**config.mk**
```make
export PLATFORM = sky130hd
export DESIGN_NAME = decode_stage
export DESIGN_NICKNAME = d
export VERILOG_FILES = /design/src/rtl/decode_stage.sv
export SDC_FILE = /design/constraint.sdc
export NUM_CORES = 1
export LEC_CHECK = 0
export BUFFER_PORTS_ARGS = -buffer_cell sky130_fd_sc_hd__buf_2
export CORE_MARGIN = 2
export CORE_UTILIZATION = 45
export DETAILED_ROUTE_END_ITERATION = 6
export PLACE_DENSITY = 0.77
export SYNTH_ARGS = -nofsm -noshare
export SYNTH_HDL_FRONTEND = slang
export SYNTH_SLANG_ARGS = --single-unit
```
**constraint.sdc**
```tcl
create_clock -name CLK_DC -period 4.31 [get_ports CLK_DC]
set_clock_uncertainty 0.1 [all_clocks]
set_input_delay 0.431 -clock CLK_DC [delete_from_list [all_inputs] [get_ports CLK_DC]]
set_output_delay 0.431 -clock CLK_DC [all_outputs]
set_load 0.01 [all_outputs]
```
**src/rtl/decode_stage.sv**
```systemverilog
// decode_stage: RV32I decode with register-hazard scoreboard and an IDLE/HOLD stall FSM.
// Latency: one CLK_DC edge from accept (or from the hazard clearing while in HOLD) to OUT_VALID.
// Backpressure: IN_READY drops while a hazarded word sits in HOLD; INSTR is ignored until it issues.
//
// Ports:
//   RST (async, active-low), CLK_DC
//   INSTR[31:0], IN_VALID, IN_READY      - instruction input handshake
//   WB_DONE, WB_RD[4:0]                  - writeback retire, clears the pending bit of WB_RD
//   A1/A2/A3[4:0], WE, IMM[31:0]         - register-file addresses, write enable, immediate
//   OPCODE[6:0], FUNCT3[2:0], FUNCT7B5   - pass-through fields
//   OUT_VALID, ILLEGAL, ILL_CNT[7:0]     - issue pulse, unrecognised opcode, saturating illegal count
//
// Build option: DECODE_SCOREBOARD_EN enables the pending bitmap and the HOLD state. Without it,
// no hazard is ever seen, IN_READY is constant 1 and WB_DONE/WB_RD are unused.
module decode_stage (
  input  logic        RST,
  input  logic        CLK_DC,
  input  logic [31:0] INSTR,
  input  logic        IN_VALID,
  output logic        IN_READY,
  input  logic        WB_DONE,
  input  logic [4:0]  WB_RD,
  output logic [4:0]  A1,
  output logic [4:0]  A2,
  output logic [4:0]  A3,
  output logic        WE,
  output logic [31:0] IMM,
  output logic [6:0]  OPCODE,
  output logic [2:0]  FUNCT3,
  output logic        FUNCT7B5,
  output logic        OUT_VALID,
  output logic        ILLEGAL,
  output logic [7:0]  ILL_CNT
);

  localparam logic [6:0] OP_LUI    = 7'b0110111;
  localparam logic [6:0] OP_AUIPC  = 7'b0010111;
  localparam logic [6:0] OP_JAL    = 7'b1101111;
  localparam logic [6:0] OP_JALR   = 7'b1100111;
  localparam logic [6:0] OP_BRANCH = 7'b1100011;
  localparam logic [6:0] OP_LOAD   = 7'b0000011;
  localparam logic [6:0] OP_STORE  = 7'b0100011;
  localparam logic [6:0] OP_IMM    = 7'b0010011;
  localparam logic [6:0] OP_OP     = 7'b0110011;
  localparam logic [6:0] OP_FENCE  = 7'b0001111;
  localparam logic [6:0] OP_SYSTEM = 7'b1110011;

  // FMT_X marks an unrecognised opcode.
  typedef enum logic [2:0] {FMT_R, FMT_I, FMT_S, FMT_B, FMT_U, FMT_J, FMT_X} fmt_e;

  logic [31:0] cur_word;   // word being decoded: live INSTR in IDLE, held word in HOLD
  logic        issue;
  fmt_e        fmt;
  logic        we_dec;
  logic        illegal_dec;
  logic [31:0] imm_dec;

  // Field decode of the current word.
  always_comb begin
    fmt    = FMT_X;
    we_dec = 1'b0;
    case (cur_word[6:0])
      OP_LUI:    begin fmt = FMT_U; we_dec = 1'b1; end
      OP_AUIPC:  begin fmt = FMT_U; we_dec = 1'b1; end
      OP_JAL:    begin fmt = FMT_J; we_dec = 1'b1; end
      OP_JALR:   begin fmt = FMT_I; we_dec = 1'b1; end
      OP_BRANCH: begin fmt = FMT_B; end
      OP_LOAD:   begin fmt = FMT_I; we_dec = 1'b1; end
      OP_STORE:  begin fmt = FMT_S; end
      OP_IMM:    begin fmt = FMT_I; we_dec = 1'b1; end
      OP_OP:     begin fmt = FMT_R; we_dec = 1'b1; end
      // FENCE and SYSTEM carry an I-type layout (rs1 + 12-bit immediate) but never write rd.
      OP_FENCE:  begin fmt = FMT_I; end
      OP_SYSTEM: begin fmt = FMT_I; end
      default:   begin fmt = FMT_X; end
    endcase
  end

  assign illegal_dec = (fmt == FMT_X);

  // R format has no immediate; it and illegal words issue IMM=0.
  always_comb begin
    imm_dec = 32'h0;
    case (fmt)
      FMT_I:   imm_dec = {{20{cur_word[31]}}, cur_word[31:20]};
      FMT_S:   imm_dec = {{20{cur_word[31]}}, cur_word[31:25], cur_word[11:7]};
      FMT_B:   imm_dec = {{19{cur_word[31]}}, cur_word[31], cur_word[7], cur_word[30:25],
                          cur_word[11:8], 1'b0};
      FMT_U:   imm_dec = {cur_word[31:12], 12'h0};
      FMT_J:   imm_dec = {{11{cur_word[31]}}, cur_word[31], cur_word[19:12], cur_word[20],
                          cur_word[30:21], 1'b0};
      default: imm_dec = 32'h0;
    endcase
  end

`ifdef DECODE_SCOREBOARD_EN
  typedef enum logic {IDLE, HOLD} state_e;

  state_e      state_q, state_d;
  logic [31:0] hold_q;
  logic [31:0] pending_q, pending_d;
  logic [31:0] wb_clr, rd_set, pend_eff;
  logic        use_rs1, use_rs2;
  logic        hazard;
  logic        capture;

  assign cur_word = (state_q == HOLD) ? hold_q : INSTR;

  always_comb begin
    use_rs1 = 1'b0;
    use_rs2 = 1'b0;
    case (fmt)
      FMT_R, FMT_S, FMT_B: begin use_rs1 = 1'b1; use_rs2 = 1'b1; end
      FMT_I:               begin use_rs1 = 1'b1; end
      default:             begin use_rs1 = 1'b0; use_rs2 = 1'b0; end
    endcase
  end

  // A writeback retiring this cycle is bypassed into the hazard check; x0 never stalls.
  always_comb begin
    wb_clr = 32'h0;
    if (WB_DONE) wb_clr[WB_RD] = 1'b1;
    pend_eff    = pending_q & ~wb_clr;
    pend_eff[0] = 1'b0;
  end

  assign hazard = (use_rs1 && pend_eff[cur_word[19:15]]) ||
                  (use_rs2 && pend_eff[cur_word[24:20]]);

  always_comb begin
    state_d  = state_q;
    issue    = 1'b0;
    capture  = 1'b0;
    IN_READY = (state_q == IDLE);
    case (state_q)
      IDLE: begin
        if (IN_VALID) begin
          if (hazard) begin
            capture = 1'b1;
            state_d = HOLD;
          end else begin
            issue = 1'b1;
          end
        end
      end
      HOLD: begin
        if (!hazard) begin
          issue   = 1'b1;
          state_d = IDLE;
        end
      end
      default: state_d = IDLE;
    endcase
  end

  // Set is OR-ed in after the clear so a simultaneous set/clear of one register leaves it set.
  always_comb begin
    rd_set = 32'h0;
    if (issue && we_dec && (cur_word[11:7] != 5'd0)) rd_set[cur_word[11:7]] = 1'b1;
    pending_d = (pending_q & ~wb_clr) | rd_set;
  end

  always_ff @(posedge CLK_DC or negedge RST) begin
    if (!RST) begin
      state_q   <= IDLE;
      hold_q    <= 32'h0;
      pending_q <= 32'h0;
    end else begin
      state_q   <= state_d;
      pending_q <= pending_d;
      if (capture) hold_q <= INSTR;
    end
  end
`else
  logic unused_wb;

  assign cur_word  = INSTR;
  assign IN_READY  = 1'b1;
  assign issue     = IN_VALID;
  assign unused_wb = ^{WB_DONE, WB_RD};
`endif

  always_ff @(posedge CLK_DC or negedge RST) begin
    if (!RST) begin
      A1        <= 5'd0;
      A2        <= 5'd0;
      A3        <= 5'd0;
      WE        <= 1'b0;
      IMM       <= 32'h0;
      OPCODE    <= 7'd0;
      FUNCT3    <= 3'd0;
      FUNCT7B5  <= 1'b0;
      OUT_VALID <= 1'b0;
      ILLEGAL   <= 1'b0;
      ILL_CNT   <= 8'd0;
    end else begin
      OUT_VALID <= issue;
      if (issue) begin
        A1       <= cur_word[19:15];
        A2       <= cur_word[24:20];
        A3       <= cur_word[11:7];
        WE       <= we_dec;
        IMM      <= imm_dec;
        OPCODE   <= cur_word[6:0];
        FUNCT3   <= cur_word[14:12];
        FUNCT7B5 <= cur_word[30];
        ILLEGAL  <= illegal_dec;
        if (illegal_dec && (ILL_CNT != 8'hFF)) ILL_CNT <= ILL_CNT + 8'd1;
      end
    end
  end

endmodule

```
-- After elaboration in Yosys (flattened, before gate mapping)
Index checks and enable logic that the tools add are counted.
- output and inout bits: 70
- register bits: 69
- input port bits: 41
- equality and inequality tests: 18
- mux-type cells: 3
- reduce and logical (&&, ||, !) cells: 5
- add/sub/neg operators: 1
- operators with widths (kind ; count):
    $pmux W32 S5 ; 1
    $eq A7 B7 Y1 const B ; 4
    $eq A7 B6 Y1 const B ; 3
    $pmux W3 S6 ; 1
    $eq A7 B5 Y1 const B ; 2
    $eq A3 B3 Y1 const B ; 3
    $add A8 B1 Y8 const B ; 1
    $ne A8 B8 Y1 const B ; 1
    $eq A7 B2 Y1 const B ; 1
    $eq A7 B4 Y1 const B ; 1
    $reduce_or A7 Y1 ; 1
    $eq A3 B2 Y1 const B ; 2
    $reduce_or A5 Y1 ; 1
    $eq A3 B1 Y1 const B ; 1
    $reduce_and A2 Y1 ; 1
    $reduce_or A2 Y1 ; 1
    $logic_and A1 B1 Y1 ; 1
    $mux W1 ; 1

-- Depth between registers and ports, before layout
Gate-level depths: netlist (run 1).
- word-level depth: 6
- mapped depth: 8
- depth with buffers taken out: 6

-- Worst setup path after synthesis (run 1)
No wires, ideal clock.
- path kind: input -> register
- from: input port INSTR[2]
- to: register ILL_CNT[1]
- arrival: 1.643 ns
- setup slack: 2.442 ns
- setup time: 0.125 ns
- required time: 4.085 ns
- stages on the path: 5
- cells stage by stage: nor2b_1 > o22ai_1 > a22o_1 > a21oi_4 > mux2_2
- cells in the longest elaborated chain, start to end: 6
- ends and longest elaborated chain (element ; RTL line ; source):
    start: declaration ; 18 ; input logic [31:0] INSTR,
    $eq A7 B7 Y1, or another cell as far along ; 62 ; case (cur_word[6:0])
    $reduce_or A5 Y1 (no line) or $reduce_or A2 Y1 (tied branches) ; n/a ;
    $pmux W3 S6 * ; 62 ;
    $eq A3 B3 Y1 * ; 79 ; assign illegal_dec = (fmt == FMT_X);
    $logic_and A1 B1 Y1 * ; 208 ; if (illegal_dec && (ILL_CNT != 8'hFF)) ILL_CNT <= ILL_CNT + 8'd1;
    $reduce_and A2 Y1 (no line) * ; n/a ;
    end signal: assignment ; 208 ;
    end: declaration ; 33 ; output logic [7:0] ILL_CNT
Mark *: on every way between the ends. The rest lies on a longest branch, timed or not.
A chain may end at the register's enable or synchronous reset.

-- Worst setup path after layout (run 1)
- from: input port INSTR[4]
- to: register IMM[3]
- cells in the longest elaborated chain, start to end: 5
- ends and longest elaborated chain (element ; RTL line ; source):
    $eq A7 B7 Y1, or another cell as far along ; 62 ;
    $reduce_or A5 Y1 (no line) or $reduce_or A2 Y1 (tied branches) ; n/a ;
    $pmux W3 S6 * ; 62 ;
    $eq A3 B3 Y1, or another cell as far along ; 84 ; case (fmt)
    $pmux W32 S5 * ; 84 ;
    end signal: assignment ; 203 ; IMM <= imm_dec;
    end: declaration ; 27 ; output logic [31:0] IMM,
Marked as above.

==> results.ini, run 1 <==
[final_layout]
diodes = 0
fin_nets = 408
drive_gt1_share_pct = 42.05
areaGrowthSynthToFinish_pct = 23.33

[drt]
drc = 0
drt_iter0_drc = 106
drtAntennaViolNets = 0
wl_mm = 7.117
via_count = 2455
routed_via_density = 5.443
wire_per_inst_um = 15.78
first_pass_iters = 4

[clock_network]
hold_buffers = 0
cts.path.max_buffers = 2
postCtsResizedCells = 0
clkSinkCount = 69
clkTransAtPathRegs_ns = 0.08
numCtsBuffers = 9
cts-root-buf = clkbuf_8
clock_latency_ns = 0.33
cts-htree-levels = 3
cts_tree = done
cts_setup_buffers = 0

[yosys]
synth_xor_area_share_pct = 2.268
synth_area_leaders = dfrtp_1 (56%), mux2_2 (9.8%), a21oi_1 (4.1%)
netlist_instances = 270
synthMuxAreaShare_pct = 9.842
ys_seq_area_share_pct = 55.89
ys.flop_type = dfrtp_1
yosysMostFrequentCell = dfrtp_1
synth_top_cell_by_area = dfrtp_1
syn-num-nets = 312
synth_edf_count = 0
yosys.area_share.simple_pct = 11.22
synthAdderAreaFrac_pct = 0.4050
avgSynthCellArea_um2 = 11.44
netlist_area_um2 = 3089
synth-seq-cells = 69
yosys.area.top_type_share_pct = 55.89
synth_top_family_by_area = compound AO/OA/AOI/OAI gates
synth_compound_area_share_pct = 16.52
ys_warn_count = 0
async_flop_share_pct = 100.0
synth.distinct_cells = 45
netlist_top_cells_count = dfrtp_1 (69), mux2_2 (27), nand2_1 (26)

[placed_design]
port_buffers = 103
dp_hpwl_mm = 4.876
globalplace.congestion = 0.7669

[sta]
post-route-period-util_pct = 53.73
max_freq_mhz = 431.8
whs_ns = 0.09115
rsz0062_at_grt = false
setup_violations = 0
hold_viol_final = 0
tns_ns = 0
finalMaxSlewViolations = 0
tightest_slew_ns = 0.8610
relSlewSlack_pct = 42.60
finalCriticalPeriod_ns = 2.316

[floorplanning]
core-area_um2 = 6719
rows = 30
die_area_um2 = 7544
die_w_um = 86.86
initial_core_util_pct = 45.98
fp.dieH_um = 86.86
io_pins = 111

[critical_path]
cp_max_fo = 13
worst-setup-path-type = in2reg
worstPathRequired_ns = 4.42
crit_arrival_ns = 2.43
crit_path_end_kind = register
start_kind = primary input

[job]
drv_cap = 0

[grt]
grtUsageMet1_pct = 28.04
busiest_layer = met2
first_global_vias = 2453
use_met2_pct = 30.12
grtUsageTotal_pct = 19.91
grt_overflow = 0
antenna_found_initial = 0
grt_pass1_wl_mm = 11.78
grt_max_degree = 70
use_met3_pct = 4.739

[status]
status = finished clean

[power_and_ir_drop]
fin_total_pwr_w = 0.001562
p_per_area_nw_per_um2 = 410.0
p_leak_nw = 1.846
ir_drop_mv = 0.2502

[worst_hold_path]
hold_path.class = in2async

cells in the final DEF (no fill, tap or decap), types with 5 or more instances in the layout:
cell / n
a21oi_1: 25
xnor2_1: 6
dfrtp_1: 69
nand2_1: 26
mux2_2: 27
inv_1: 5
buf_2: 102
a22oi_1: 8
nor2_1: 20
clkbuf_8: 9
a22o_1: 7
and3_1: 9
cell families (layout without fill, tap and decap cells):
group	Yosys count	after routing
DFF	69	69
and+or+nand+nor	70	70
AOI/OAI and AO/OA	70	70
other	1	1
buffers and inverters	24	125
muxes	27	27
xor gates and xnor gates	8	8
adders and majority gates	1	1
worst max-delay path, cell delays in order:
cell	delay [ns]
buf_2	0.24
nor2b_1	0.15
o21ba_2	0.26
o311ai_2	0.75
nor2_1	0.26
a221o_1	0.34
sequential cells by signal, summed over array words and instances (netlist names):
signal     count
FUNCT7B5       1
FUNCT3         3
A3             5
WE             1
A1             5
ILL_CNT        8
A2             5
OUT_VALID      1
IMM           32
ILLEGAL        1
OPCODE         7
metal layers:
metal | routed length, um | up-vias | share of wire (%)
li1 | - | 1165 | -
met1 | 3161 | 1188 | 44
met2 | 3339 | 96 | 47
met3 | 565 | 6 | 7.9
met4 | 50 | 0 | 0.70
met5 | 0 | - | 0
final cells by class:
class,count,area (um2)
Clock buffer,10,127.6
Clock inverter,6,63.81
Fill cell,580,2909
Inverter,5,18.77
Multi-Input combinational cell,177,1247
Sequential cell,69,1727
Tap cell,80,100.1
Timing Repair Buffer,104,525.5
power by group:
part | switching (W) | total (W) | internal, W
combinational | 0.000154 | 0.000283 | 0.000129
clock | 0.000244 | 0.000510 | 0.000266
sequential | 0.0000541 | 0.000769 | 0.000715
total | 0.000451 | 0.00156 | 0.00111
final timing paths:
| check | startpoint | slack, ns | end | cells past startpoint |
|---|---|---|---|---|
| setup / recovery | INSTR[4] | 1.99 | IMM[3] | 6 |
| hold / removal | RST | 0.09 | A3[2] | 1 |
| setup reg to reg | ILL_CNT[0] | 2.40 | ILL_CNT[1] | 5 |
| hold reg to reg | ILL_CNT[7] | 0.39 | ILL_CNT[7] | 1 |
| max in group asynchronous | RST | 3.44 | IMM[0] | 1 |
| min in group CLK_DC | INSTR[29] | 0.24 | IMM[9] | 2 |
metrics by stage:
stage               cell area [um2]  setup slack, ns  cells  utilization (%)
floorplan                      3089            2.442    270                -
global placement               3618            1.704    435            53.85
detailed placement             3618            1.679    435            53.85
CTS                            3810            2.017    451            56.70
global route                   3810            1.831    451            56.70
finish                         3810            1.994    451            56.70
(Power assumes the default switching activity.)
==> run 2, diff against run 1 <==
--- a/config.mk
+++ b/config.mk
@@ -9,7 +9,7 @@
 export CORE_MARGIN = 2
 export CORE_UTILIZATION = 45
 export DETAILED_ROUTE_END_ITERATION = 6
-export PLACE_DENSITY = 0.77
+export PLACE_DENSITY = 0.8
 export SYNTH_ARGS = -nofsm -noshare
 export SYNTH_HDL_FRONTEND = slang
 export SYNTH_SLANG_ARGS = --single-unit
==> constraint.sdc (replaced) <==
create_clock -name CLK_DC -period 1.9 [get_ports CLK_DC]
set_clock_uncertainty 0.1 [all_clocks]
set_input_delay 0.19 -clock CLK_DC [delete_from_list [all_inputs] [get_ports CLK_DC]]
set_output_delay 0.19 -clock CLK_DC [all_outputs]
set_load 0.01 [all_outputs]
==> run 2 against run 1 <==
  * Utilization rose by 4.7 points
  * Non-clock buffer count rose by 40
  * Power rose by 120%
  * Die area did not move
  * First-iteration DRC count rose by 110%
  * Final area rose by 8.3%
  * Register-to-register slack got worse by 2.3 ns
  * Critical endpoint is now ILL_CNT[1]
  * Critical path depth fell by 1
  * Cell count rose by 8.6%
  * Count of clock-buffer cells in the layout did not move
  * Critical path type is now reg2reg
  * Sequential power rose by 130%
  * Clock power rose by 94%
==> results.ini, run 2 (same netlist as run 1, synthesis figures left out) <==
[job]
drv_cap = 0

[grt]
use_met2_pct = 36.57
grt_pass1_wl_mm = 12.91
grtUsageTotal_pct = 21.90
use_met3_pct = 5.782
antenna_found_initial = 0
busiest_layer = met2
grtUsageMet1_pct = 28.54
first_global_vias = 2625
grt_overflow = 0
grt_max_degree = 70

[critical_path]
start_kind = register
crit_arrival_ns = 1.95
cp_max_fo = 8
crit_path_end_kind = register
worst-setup-path-type = reg2reg
worstRegToRegCells = 5
worstPathRequired_ns = 2.02

[placed_design]
globalplace.congestion = 0.9434
port_buffers = 103
dp_hpwl_mm = 5.344
dp.cells = 453
placed_area_um2 = 3754

[drt]
drt_iter0_drc = 221
first_pass_iters = 4
wl_mm = 7.889
drtAntennaViolNets = 0
drc = 0
routed_via_density = 5.322
via_count = 2608
wire_per_inst_um = 16.10

[worst_hold_path]
worstHoldPathCells = 2
hold_path.class = in2reg

[floorplanning]
die_area_um2 = 7544
die_w_um = 86.86
initial_core_util_pct = 45.98
io_pins = 111
fp.dieH_um = 86.86
core-area_um2 = 6719
rows = 30

[final_layout]
nFillCells = 578
reg_top3 = IMM (32), ILL_CNT (8), OPCODE (7)
regMostFlops = IMM
areaGrowthSynthToFinish_pct = 33.62
multi_input_area_um2 = 1247
final_core_util_pct = 61.43
diodes = 0
drive_gt1_share_pct = 42.44
layoutNonFillerInstCount = 490
seq_area_um2 = 1727
fin_area_um2 = 4128
largest_register_ffs = 32
layout.cells.most_common = buf_2
fin_nets = 448
mostFrequentLayoutCells = buf_2 (102), dfrtp_1 (69), mux2_2 (27)

[clock_network]
cts-htree-levels = 3
cts-root-buf = clkbuf_8
clkSinkCount = 69
cts_tree = done
clock_latency_ns = 0.33
cts.path.max_buffers = 2
numCtsBuffers = 9
clkTransAtPathRegs_ns = 0.08

[sta]
max_freq_mhz = 548.4
rsz0062_at_grt = false
post-route-period-util_pct = 95.97
finalCriticalPeriod_ns = 1.823
finalMaxSlewViolations = 0
relSlewSlack_pct = 42.13
tightest_slew_ns = 0.8681
tns_ns = 0
setup_violations = 0
hold_viol_final = 0

[status]
status = finished clean

[power_and_ir_drop]
p_leak_nw = 2.021
p_per_area_nw_per_um2 = 845.3
ir_drop_mv = 0.4839
fin_total_pwr_w = 0.003489

## run 2: cell count changes in the layout (fill, tap and decap cells not counted), sizes merged
cell,change
clkinvlp,-2
clkinv,+2
buf,+19
dlygate4sd3,+21
bufinv,-1
## run 2: repair_timing
action / 4_1_cts / 5_1_grt
gates resized for setup: 0 / 0
endpoints found under the setup margin: 0 / 1
hold endpoints to repair: 89 / 0
buffers inserted: 0 / 1
hold buffers: 21 / 0
## run 2: worst max-delay path, stage by stage, from the launching register on
cell	delay, ns
dfrtp_1	0.40
ha_1	0.20
and3_1	0.18
a31o_2	0.26
a21oi_4	0.22
mux2_2	0.36
## run 2: through the flow
step                      setup WS [ns]  hold slack (ns)
after CTS                       0.06615         0.003664
after floorplan                 0.04544          -0.2056
after global placement          0.05357           0.2446
final                           0.07662          0.02890
after detailed placement        0.02773           0.2621
after global routing            0.01806         0.006062
## run 2: final timing paths
path | startpoint | slack [ns] | to
setup / recovery | ILL_CNT[1] | 0.08 | ILL_CNT[1]
hold / removal | INSTR[24] | 0.03 | IMM[4]
setup reg to reg | ILL_CNT[1] | 0.08 | ILL_CNT[1]
hold reg to reg | ILL_CNT[7] | 0.39 | ILL_CNT[7]
max in group asynchronous | RST | 0.71 | IMM[0]
min in group asynchronous | RST | 0.39 | ILL_CNT[3]
## run 2: area by class of cell
cell class,instances,area share [%]
timing repair buffer,144,21.28
multi-input combinational,177,30.22
inverter,5,0.4547
clock inverter,5,0.6972
sequential,69,41.83
clock buffer,10,3.092
tap,80,2.425
## run 2: where the power goes
| part | internal [W] | switching [W] | leakage, nW | total, W |
|---|---|---|---|---|
| sequential | 0.00162 | 0.000117 | 0.867 | 0.00174 |
| clock | 0.000460 | 0.000531 | 0.0856 | 0.000991 |
| combinational | 0.000377 | 0.000382 | 1.07 | 0.000760 |
## run 2: layer usage
metal | vias to the layer above | wire length (um)
li1 | 1242 | -
met5 | - | 0
met1 | 1285 | 3435
met3 | 4 | 388
met4 | 0 | 38
met2 | 77 | 4026
